--- config.mk ---
export PLATFORM = sky130hd
export DESIGN_NAME = beep_pulse_gen
export DESIGN_NICKNAME = d
export VERILOG_FILES = /design/src/rtl/beep_pulse_gen_pkg.sv /design/src/rtl/beep_pulse_gen_tone_div.sv /design/src/rtl/beep_pulse_gen.sv
export SDC_FILE = /design/constraint.sdc
export NUM_CORES = 1
export LEC_CHECK = 0
export CAP_MARGIN = 25
export CORE_AREA = 2 2 89 74
export CTS_BUF_LIST = sky130_fd_sc_hd__clkbuf_4
export DETAILED_ROUTE_END_ITERATION = 8
export DIE_AREA = 0 0 91 76
export PLACE_DENSITY = 0.67
export SYNTH_ARGS = -nofsm -noshare
export SYNTH_HDL_FRONTEND = slang
export SYNTH_SLANG_ARGS = --single-unit
export TNS_END_PERCENT = 10
--- constraint.sdc ---
create_clock -name clk -period 2.9 [get_ports clk]
set_input_delay 0.29 -clock clk [delete_from_list [all_inputs] [get_ports clk]]
set_output_delay 0.29 -clock clk [all_outputs]
set_load 0.02 [all_outputs]
--- src/rtl/beep_pulse_gen_pkg.sv ---
// beep_pulse_gen_pkg: shared state encoding, queue width and default timing for the beep generator.
package beep_pulse_gen_pkg;
    typedef enum logic [1:0] {IDLE, ON, GAP} state_t;
    localparam int PEND_W         = 4;
    localparam int DEF_CW         = 20;
    localparam int DEF_ON_CYCLES  = 1000000;
    localparam int DEF_GAP_CYCLES = 500000;
    localparam int DEF_TONE_HALF  = 25000;
    localparam int DEF_MAX_PEND   = 3;
endpackage

--- src/rtl/beep_pulse_gen_tone_div.sv ---
// beep_pulse_gen_tone_div: half-period divider with synchronous phase restart; output registered and gated.
module beep_pulse_gen_tone_div #(
    parameter int CW   = 20,
    parameter int HALF = 25000
) (
    input  logic clk,
    input  logic reset,
    input  logic restart_i,
    input  logic en_i,
    input  logic gate_i,
    output logic tone_o
);
    logic [CW-1:0] cnt_q, cnt_d;
    logic phase_q, phase_d, tone_q, wrap;
    assign wrap = cnt_q == CW'(HALF - 1);
    always_comb begin
        cnt_d   = restart_i ? '0 : en_i ? (wrap ? '0 : cnt_q + 1'b1) : cnt_q;
        phase_d = restart_i ? 1'b1 : (en_i && wrap) ? ~phase_q : phase_q;
    end
    always_ff @(posedge clk) begin
        if (reset) begin
            cnt_q   <= '0;
            phase_q <= 1'b0;
            tone_q  <= 1'b0;
        end else begin
            cnt_q   <= cnt_d;
            phase_q <= phase_d;
            tone_q  <= gate_i & phase_d;
        end
    end
    assign tone_o = tone_q;
endmodule

--- src/rtl/beep_pulse_gen.sv ---
// beep_pulse_gen: turns one-cycle trig pulses into timed beeps with a gated tone.
// Request queueing is enabled by defining BEEP_PEND_QUEUE_EN.
module beep_pulse_gen
    import beep_pulse_gen_pkg::*;
#(
    parameter int CW         = DEF_CW,
    parameter int ON_CYCLES  = DEF_ON_CYCLES,
    parameter int GAP_CYCLES = DEF_GAP_CYCLES,
    parameter int TONE_HALF  = DEF_TONE_HALF,
    parameter int MAX_PEND   = DEF_MAX_PEND
) (
    input  logic              clk,
    input  logic              reset,
    input  logic              trig,
    output logic              out_level,
    output logic              tone,
    output logic              busy,
    output logic [PEND_W-1:0] pend_count,
    output logic              drop
);
`ifdef BEEP_PEND_QUEUE_EN
    localparam bit QEN = 1'b1;
`else
    localparam bit QEN = 1'b0;
`endif
    state_t state_q, state_d;
    logic [CW-1:0] cnt_q, cnt_d;
    logic [PEND_W-1:0] pend_q, pend_d;
    logic out_q, busy_q, drop_q;
    logic on_end, gap_end, accept, consume;
    assign on_end  = state_q == ON && cnt_q == CW'(ON_CYCLES - 1);
    assign gap_end = state_q == GAP && cnt_q == CW'(GAP_CYCLES - 1);
    // A full queue still accepts on the GAP terminal count, since one entry is consumed there.
    assign accept  = QEN && trig && state_q != IDLE && (pend_q < PEND_W'(MAX_PEND) || gap_end);
    assign consume = QEN && gap_end && (pend_q != '0 || accept);
    always_comb begin
        state_d = state_q == IDLE ? (trig ? ON : IDLE) :
                  on_end ? GAP : gap_end ? (consume ? ON : IDLE) : state_q;
        cnt_d   = (state_q == IDLE || on_end || gap_end) ? '0 : cnt_q + 1'b1;
        pend_d  = pend_q + PEND_W'(accept) - PEND_W'(consume);
    end
    always_ff @(posedge clk) begin
        if (reset) begin
            state_q <= IDLE;
            cnt_q   <= '0;
            pend_q  <= '0;
            out_q   <= 1'b0;
            busy_q  <= 1'b0;
            drop_q  <= 1'b0;
        end else begin
            state_q <= state_d;
            cnt_q   <= cnt_d;
            pend_q  <= pend_d;
            out_q   <= state_d == ON;
            busy_q  <= state_d != IDLE;
            drop_q  <= trig && state_q != IDLE && !accept;
        end
    end
    beep_pulse_gen_tone_div #(.CW(CW), .HALF(TONE_HALF)) u_tone (
        .clk      (clk),
        .reset    (reset),
        .restart_i(state_q != ON && state_d == ON),
        .en_i     (state_q == ON),
        .gate_i   (state_d == ON),
        .tone_o   (tone)
    );
    assign out_level  = out_q;
    assign busy       = busy_q;
    assign pend_count = pend_q;
    assign drop       = drop_q;
endmodule

==> metrics.cfg, run 1 <==
[die]
rows = 26
design.die.area_um2 = 6920
fp.dieW_um = 91
io_pins = 11
start_util_pct = 38.1
die_y_um = 76
core_area_um2 = 6120

[setup_path]
startpoint_type = flop
cp.required_ns = 3.15
cp-end-kind = flop
worstPathArrival_ns = 2.48
r2r_slack_ns = 0.66
worstPathMaxFanout = 14
critical_path_class = flop to flop

[sta]
fin_skew_ns = 0.00664
setup_viol = 0
grt_setup_unrepaired = no
min_period_over_period_pct = 77.1
tightest_slew_ns = 0.581
holdWs_ns = 0.490
maxSlewViolCount = 0
final.setup.tns_ns = 0
max_freq_ghz = 0.447
slew_headroom_pct = 60.7
period_needed_ns = 2.24
hold_violations = 0

[clocking]
cts-root-buf = clkbuf_4
clockBufferDepth = 2
clk_transition_reported_paths_ns = 0.13
post_cts_buffers = 0
cts_tree = built
postCtsResizedCells = 0
postCtsHoldBufs = 0
htree_num_levels = 2
clock_latency_ns = 0.37
clock_sinks = 47
cts-buffers-inserted = 5

[grt]
grt_pass1_wl_um = 8140
grt_pass1_vias = 1755
grt_max_degree = 22
grt-ovfl-total = 0
grt_antenna_before_repair = 0
track_usage_pct = 14.0

[synthesis]
ys_types = 47
synth.yosys.seq_area_share_pct = 40.4
synth_warnings = 0
netlist_area_um2 = 2330
synth-edff-count = 0
postSynth.asyncResetShare_pct = 0
ys_seq_elements = 47
synthFlopType = dfxtp_1
synth_area_per_cell_um2 = 8.62
netlist_instances = 270
netlist_top_cells_count = dfxtp_1 (47), nor3_1 (29), nand2_1 (16)
synth_most_common_cell = dfxtp_1
yosysTopAreaCell = dfxtp_1
synth_top_cell_area_share_pct = 40.4
synthTopCellsByArea = dfxtp_1 (40%), nor3_1 (6.2%), xnor2_1 (4.9%)

[job]
drv_cap = 0

[route]
first_pass_iters = 4
ant_nets = 0
dr.first_iter.drc_count = 175
drc_errors = 0
wl_per_cell_um = 13.2
wl_um = 4710
vias = 1944
viasPerCell = 5.43

[place]
dp.final_hpwl_um = 3310
gp_congestion = 0.802
portBuffers = 6

[power]
powerDensity_nw_per_um2 = 412
p_leak_nw = 0.729
vdd_drop_max_v = 0.000136

[final_layout]
nets = 278
drive_gt1_share_pct = 6.20
diodes = 0
syn_to_final_growth_pct = 6.29

[worst_hold_path]
hold_path.class = flop to flop

[run_status]
status = finished clean

-- cell families (layout without fill, tap and decap cells) --
logic type                 after synthesis  in the layout  synth area share [%]
AOI/OAI and AO/OA                       42             42                  11.8
xor gates and xnor gates                23             23                  8.66
adders and majority gates                2              2                  1.08
buffers and inverters                   29             30                  6.61
DFF                                     47             47                  40.4
muxes                                    1              1                 0.484
other                                    1              4                 0.161
and+or+nand+nor                        125            125                  30.8
-- final timing paths --
| kind | startpoint | endpoint | cells after the start |
|---|---|---|---|
| worst max-delay path | cnt_q[0] | cnt_q[6] | 6 |
| worst min-delay path | u_tone.cnt_q[1] | u_tone.cnt_q[1] | 2 |
| worst max register to register | cnt_q[0] | cnt_q[6] | 6 |
| worst min register to register | u_tone.cnt_q[1] | u_tone.cnt_q[1] | 2 |
-- stage by stage --
stage / instance area, um2 / setup slack, ns / total power, mW / instances / utilization (%)
floorplan: 2340 / 1.08 / 0.718 / 273 / -
global placement: 2420 / 0.735 / 0.733 / 350 / 39.6
CTS: 2470 / 0.655 / 1.03 / 358 / 40.4
global route: 2470 / 0.464 / 1.07 / 358 / 40.4
finish: 2470 / 0.664 / 1.02 / 358 / 40.4
detailed placement: 2420 / 0.677 / 0.734 / 350 / 39.6
-- layout by cell type (no fill, tap or decap), types with 11 or more instances in the layout --
cell type | Yosys | routed
xnor2_1 | 13 | 13
inv_1 | 13 | 13
nor3_1 | 29 | 29
a211oi_1 | 11 | 11
nand2_1 | 16 | 16
nand4_1 | 14 | 14
dfxtp_1 | 47 | 47
nand3_1 | 11 | 11
o21ai_0 | 12 | 12
-- per-layer routing --
| metal | global-route usage, % | vias up | share of wire [%] |
|---|---|---|---|
| li1 | - | 983 | - |
| met1 | 19.6 | 918 | 52 |
| met2 | 21.1 | 37 | 43 |
| met3 | 3.26 | 6 | 3.5 |
| met4 | 5.00 | 0 | 1.2 |
| met5 | 0 | - | 0 |
-- cell type report --
cell class              count  area, um2
clock buffers               5       37.5
inverters                  13       48.8
multi-input cells         197       1240
clock inverters             3       15.0
well taps                  84        105
flip-flops and latches     47        941
repair buffers              9       82.6
fillers                   637       3640
-- worst max-delay path: stages, from the launching register on --
cell	delay, ns
dfxtp_1	0.41
ha_1	0.25
nand4_2	0.23
or4_4	0.58
a21oi_2	0.31
buf_4	0.27
nor3_1	0.08
-- registers in the layout (all words and copies together), names as in the netlist --
signal	cells
u_tone.cnt_q	20
busy	1
u_tone.phase_q	1
drop	1
state_q	2
cnt_q	20
out_level	1
u_tone.tone_o	1
-- where the power goes --
part	switching (mW)	internal (mW)
logic	0.0371	0.0203
registers	0.00733	0.655
clock network	0.209	0.0906
(Power assumes the default switching activity.)
==> run 2: changes to the inputs <==
- PLACE_DENSITY: 0.67 -> 0.69
- clock period: 2.9 -> 2 ns (I/O delays scaled with it)
==> run 2 against run 1 <==
Combinational power rose by 71%. Utilization rose by 3.0 points. Register-to-register slack got worse by 0.60 ns. Setup slack got worse by 0.60 ns. First-iteration DRC count fell by 18%. Sequential share of layout area fell by 2.6 points. Non-clock buffer count rose by 24. Critical path depth fell by 1. Clock power rose by 52%. Clock skew rose by 0.0075 ns. Worst hold slack got worse by 0.0030 ns.
==> metrics.cfg, run 2 (synthesis gave the netlist of run 1 again) <==
[clocking]
clk_transition_reported_paths_ns = 0.12  ; was 0.13 ns
cts-buffers-inserted = 5  ; unchanged
htree_num_levels = 2  ; unchanged
cts_tree = built  ; unchanged
clockBufferDepth = 2  ; unchanged
clock_latency_ns = 0.36  ; was 0.37 ns
postCtsHoldBufs = 0  ; unchanged
clock_sinks = 47  ; unchanged
cts-root-buf = clkbuf_4  ; unchanged

[final_layout]
diodes = 0  ; unchanged
drive_gt1_share_pct = 14.1  ; was 6.20%
n_fill_cell = 608  ; was 637
most-common-layout-cells = dfxtp_1 (46), nor3_1 (29), buf_4 (27), nand2_1 (16), nand4_1 (14)  ; was dfxtp_1 (47), nor3_1 (29), nand2_1 (16), nand4_1 (14)
fin_area_um2 = 2660  ; was 2470 um2
seq_area_um2 = 942  ; was 941 um2
layout_commonest_cell = dfxtp_1  ; unchanged
reg.largest.list = cnt_q: 20 flops, u_tone.cnt_q: 20 flops, state_q: 2 flops  ; unchanged
multiInputGateArea_um2 = 1240  ; unchanged
nets = 302  ; was 278
syn_to_final_growth_pct = 14.3  ; was 6.29%

[grt]
grt_max_degree = 22  ; unchanged
track_usage_pct = 15.7  ; was 14.0%
grt_pass1_vias = 1872  ; was 1755
grt_pass1_wl_um = 9030  ; was 8140 um
grt_antenna_before_repair = 0  ; unchanged
grt-ovfl-total = 0  ; unchanged

[sta]
final.setup.tns_ns = 0  ; unchanged
fin_skew_ns = 0.0141  ; was 0.00664 ns
hold_violations = 0  ; unchanged
min_period_over_period_pct = 97.0  ; was 77.1%
setup_viol = 0  ; unchanged
grt_setup_unrepaired = no  ; unchanged
maxSlewViolCount = 0  ; unchanged
period_needed_ns = 1.94  ; was 2.24 ns
max_freq_ghz = 0.515  ; was 0.447 GHz
setup_ws_ns = 0.0601  ; was 0.664 ns

[route]
wl_per_cell_um = 13.7  ; was 13.2 um
ant_nets = 0  ; unchanged
drc_errors = 0  ; unchanged
first_pass_iters = 4  ; unchanged
wl_um = 5250  ; was 4710 um
dr.first_iter.drc_count = 144  ; was 175
viasPerCell = 5.42  ; was 5.43
vias = 2072  ; was 1944

[power]
vdd_drop_max_v = 0.000188  ; was 0.000136 V
powerDensity_nw_per_um2 = 567  ; was 412 nW/um2
p_leak_nw = 0.852  ; was 0.729 nW

[setup_path]
crit_chain = or4_1 > or4_4 > a21oi_2 > buf_4 > nor3_1  ; was ha_1 > nand4_2 > or4_4 > a21oi_2 > buf_4 > nor3_1
worstPathArrival_ns = 2.18  ; was 2.48 ns
worstPathMaxFanout = 11  ; was 14
startpoint_type = flop  ; unchanged
worst_path_max_delay_cell = or4_1  ; was or4_4
crit_start = cnt_q[12]  ; was cnt_q[0]
critical_path_class = flop to flop  ; unchanged
cp-end-kind = flop  ; unchanged
r2r-start = cnt_q[12]  ; was cnt_q[0]
cp.required_ns = 2.24  ; was 3.15 ns
crit_path_max_incr_delay_ns = 0.54  ; was 0.58 ns

[place]
gp_congestion = 0.917  ; was 0.802
portBuffers = 6  ; unchanged
pre_cts_ws_ns = 0.115  ; was 0.677 ns
dp.final_hpwl_um = 3730  ; was 3310 um
dpl-instance-area_um2 = 2590  ; was 2420 um2

[die]
start_util_pct = 38.1  ; unchanged
design.die.area_um2 = 6920  ; unchanged
core_area_um2 = 6120  ; unchanged
fp.dieW_um = 91  ; unchanged
io_pins = 11  ; unchanged
die_y_um = 76  ; unchanged
rows = 26  ; unchanged

[worst_hold_path]
hold_path.class = flop to flop  ; unchanged
hp-start = u_tone.cnt_q[1]  ; unchanged

[job]
drv_cap = 0  ; unchanged

[run_status]
status = finished clean  ; unchanged

## run 2: cell count changes in the layout (fill, tap and decap cells not counted), sizes merged
cell    before  now
clkbuf       5    7
buf          3   27
clkinv       3    1
## run 2: final cells by class
type	count	area share, %
clock inverters	1	0.188
multi-input cells	197	46.8
well taps	84	3.95
clock buffers	7	1.98
flip-flops and latches	47	35.4
inverters	13	1.83
repair buffers	33	9.88
## run 2: power by group
part           leakage, nW  switching (mW)  total, mW  internal (mW)
Sequential           0.381         0.00686      0.956          0.949
Combinational        0.435          0.0621     0.0983         0.0362
Clock               0.0361           0.289      0.454          0.165
## run 2: through the flow
step / power [mW] / hold WS [ns] / cells / util [%]
after floorplan: 1.04 / 0.269 / 273 / -
after global placement: 1.07 / 0.464 / 373 / 42.4
after detailed placement: 1.07 / 0.466 / 373 / 42.4
after CTS: 1.53 / 0.488 / 381 / 43.4
after global routing: 1.57 / 0.510 / 382 / 43.5
final: 1.51 / 0.487 / 382 / 43.5
## run 2: path summary, 6_finish.rpt
check / slack [ns] / to / depth (start not counted)
min: 0.49 / u_tone.cnt_q[1] / 2
min reg2reg: 0.49 / u_tone.cnt_q[1] / 2
max: 0.06 / cnt_q[2] / 5
max reg2reg: 0.06 / cnt_q[2] / 5
## run 2: repair_timing
item	in CTS	in global routing
setup endpoints to repair	0	4
resized for setup	0	1
buffers inserted	0	1
## run 2: routing by layer
layer  routed length, um  GRT usage [%]  up-vias
met5                   0              0        -
met4                  70           6.21        0
met3                 328           3.07        8
met2                2170           22.2       69
met1                2680           23.4      959
li1                    -              -     1036
## run 2: critical path, delay by kind of cell (launching register included)
family	cells	cell delay, ns
AND/OR/NAND/NOR	3	1.08
buffers and inverters	1	0.20
AO/OA/AOI/OAI	1	0.15
flip-flops	1	0.40
==> run 3: changes to the inputs <==
- CORE_AREA: 2 2 89 74 -> 2 2 76 64
- DIE_AREA: 0 0 91 76 -> 0 0 78 66
- PLACE_DENSITY: 0.69 -> 0.84
- SLEW_MARGIN: not set -> 20
- clock period: 2 -> 1.8 ns (I/O delays scaled with it)
==> run 3 against run 2 <==
The flow now finishes with violations (negative setup slack). Via count increased by 5.7%. Sequential cell count unchanged. Die area decreased by 26%. Fmax increased by 6.6%. Largest power group unchanged.
==> metrics.cfg, run 3 (synthesis gave the netlist of run 1 again) <==
[run_status]
status = finished with violations  ; was finished clean
violations = negative setup slack

[setup_path]
critical_path_class = flop to flop  ; unchanged
worst_path_max_delay_cell = or4_1  ; unchanged
crit_chain = or4_1 > or4_4 > a21oi_4 > buf_12 > nor3_1  ; was or4_1 > or4_4 > a21oi_2 > buf_4 > nor3_1
worstPathMaxFanout = 15  ; was 11
startpoint_type = flop  ; unchanged
worstPathArrival_ns = 2.06  ; was 2.18 ns
crit_path_max_incr_delay_ns = 0.49  ; was 0.54 ns
reg2reg_depth = 5  ; unchanged
cp.required_ns = 2.04  ; was 2.24 ns
cp-end-kind = flop  ; unchanged

[sta]
setup_ws_ns = -0.0198  ; was 0.0601 ns
grt_setup_unrepaired = yes  ; was no
fin_skew_ns = 0.00752  ; was 0.0141 ns
period_needed_ns = 1.82  ; was 1.94 ns
maxSlewViolCount = 0  ; unchanged
setup_viol = 20  ; was 0
max_freq_ghz = 0.550  ; was 0.515 GHz
hold_violations = 0  ; unchanged
min_period_over_period_pct = 101  ; was 97.0%

[power]
powerDensity_nw_per_um2 = 588  ; was 567 nW/um2
combPwrFrac_pct = 6.8  ; was 6.5%
p_int_mw = 1.25  ; was 1.15 mW
p_seq_share_pct = 64.1  ; was 63.4%
vdd_drop_max_v = 0.000257  ; was 0.000188 V
p_leak_nw = 0.956  ; was 0.852 nW
power_mw = 1.66  ; was 1.51 mW
p_sw_share_pct = 24.3  ; was 23.8%
power.share.clock_pct = 29.1  ; was 30.1%
p_sw_mw = 0.403  ; was 0.358 mW

[route]
drc_errors = 0  ; unchanged
wl_per_cell_um = 14.7  ; was 13.7 um
first_pass_iters = 5  ; was 4
wl_um = 5460  ; was 5250 um
viasPerCell = 5.91  ; was 5.42
vias = 2191  ; was 2072
ant_nets = 0  ; unchanged
dr.first_iter.drc_count = 172  ; was 144

[place]
dp.final_hpwl_um = 3850  ; was 3730 um
dpl-instance-area_um2 = 2710  ; was 2590 um2
place_inst = 365  ; was 373
gp_congestion = 0.907  ; was 0.917
pre_cts_ws_ns = -0.00439  ; was 0.115 ns
portBuffers = 6  ; unchanged

[final_layout]
fin_area_um2 = 2820  ; was 2660 um2
drive_gt1_share_pct = 23.2  ; was 14.1%
nets = 317  ; was 302
layoutNonFillerInstCount = 371  ; was 382
n_fill_cell = 347  ; was 608
seq_area_um2 = 953  ; was 942 um2
syn_to_final_growth_pct = 21.2  ; was 14.3%
reg.largest.list = cnt_q: 20 flops, u_tone.cnt_q: 20 flops, state_q: 2 flops  ; unchanged
multiInputGateArea_um2 = 1310  ; was 1240 um2
layout_commonest_cell = buf_4  ; was dfxtp_1
diodes = 0  ; unchanged
most-common-layout-cells = buf_4 (41), dfxtp_1 (37), nor3_1 (29), nand2_1 (16), nand4_1 (14)  ; was dfxtp_1 (46), nor3_1 (29), buf_4 (27), nand2_1 (16), nand4_1 (14)
fin_util_pct = 64.0  ; was 43.5%

[clocking]
clockBufferDepth = 2  ; unchanged
cts-root-buf = clkbuf_4  ; unchanged
cts_tree = built  ; unchanged
cts-buffers-inserted = 5  ; unchanged
htree_num_levels = 2  ; unchanged
clock_latency_ns = 0.36  ; about the same
clk_transition_reported_paths_ns = 0.13  ; was 0.12 ns
post_cts_buffers = 0  ; unchanged
clock_sinks = 47  ; unchanged

[die]
design.die.area_um2 = 5150  ; was 6920 um2
io_pins = 11  ; unchanged
core_area_um2 = 4400  ; was 6120 um2
die_y_um = 66  ; was 76 um
start_util_pct = 52.8  ; was 38.1%
rows = 22  ; was 26
fp.dieW_um = 78  ; was 91 um

[grt]
grt_antenna_before_repair = 0  ; unchanged
grt_max_degree = 22  ; unchanged
grt_pass1_vias = 2034  ; was 1872
track_usage_pct = 22.4  ; was 15.7%
grt_pass1_wl_um = 9150  ; was 9030 um
grt-ovfl-total = 0  ; unchanged

[job]
drv_cap = 0  ; unchanged

[worst_hold_path]
whs_path_depth = 1  ; was 2
hold_path.class = flop to flop  ; unchanged

-- run 3: final timing paths --
path | from | slack (ns) | end
setup / recovery | cnt_q[10] | -0.02 | cnt_q[8]
hold / removal | u_tone.phase_q | 0.49 | u_tone.phase_q
setup reg to reg | cnt_q[10] | -0.02 | cnt_q[8]
hold reg to reg | u_tone.phase_q | 0.49 | u_tone.phase_q
-- run 3: area by class of cell --
class,count,area share (%)
Tap cell,60,2.66
Inverter,13,1.73
Multi-Input combinational cell,197,46.5
Sequential cell,47,33.8
Timing Repair Buffer,48,13.8
Clock buffer,6,1.60
-- run 3: layer usage --
metal	vias to the layer above	routed length (um)	global-route usage (%)
li1	1065	-	-
met1	1053	2530	29.5
met2	67	2580	35.3
met3	6	289	4.10
met4	0	59	11.4
met5	-	0	0
-- run 3: through the flow --
| step | hold slack [ns] | setup TNS (ns) |
|---|---|---|
| after floorplan | 0.249 | -0.286 |
| after global placement | 0.460 | 0 |
| final | 0.491 | -0.251 |
| after CTS | 0.487 | -0.168 |
| after detailed placement | 0.469 | -0.00639 |
| after global routing | 0.513 | -1.34 |
-- run 3: critical path: cells and delay by family (launching register included) --
family / cells / cell delay (ns)
compound gates: 1 / 0.17
flops: 1 / 0.35
simple gates: 3 / 1.03
buf+inv: 1 / 0.16
-- run 3: power groups by stage --
stage / Combinational (mW) / Clock, mW / Sequential (mW)
after global routing: 0.124 / 0.530 / 1.07
after floorplan: 0.0646 / 0 / 1.09
after detailed placement: 0.110 / 0 / 1.09
after CTS: 0.111 / 0.485 / 1.06
final: 0.113 / 0.482 / 1.06
after global placement: 0.108 / 0 / 1.08
-- run 3: timing repair --
action                                  in CTS  in global routing
pin swaps                                    0                  1
gates resized for setup                      2                 18
hold buffers                                 0                  0
hold endpoints to repair                     0                  0
cloned                                       0                  0
endpoints found under the setup margin      20                 38
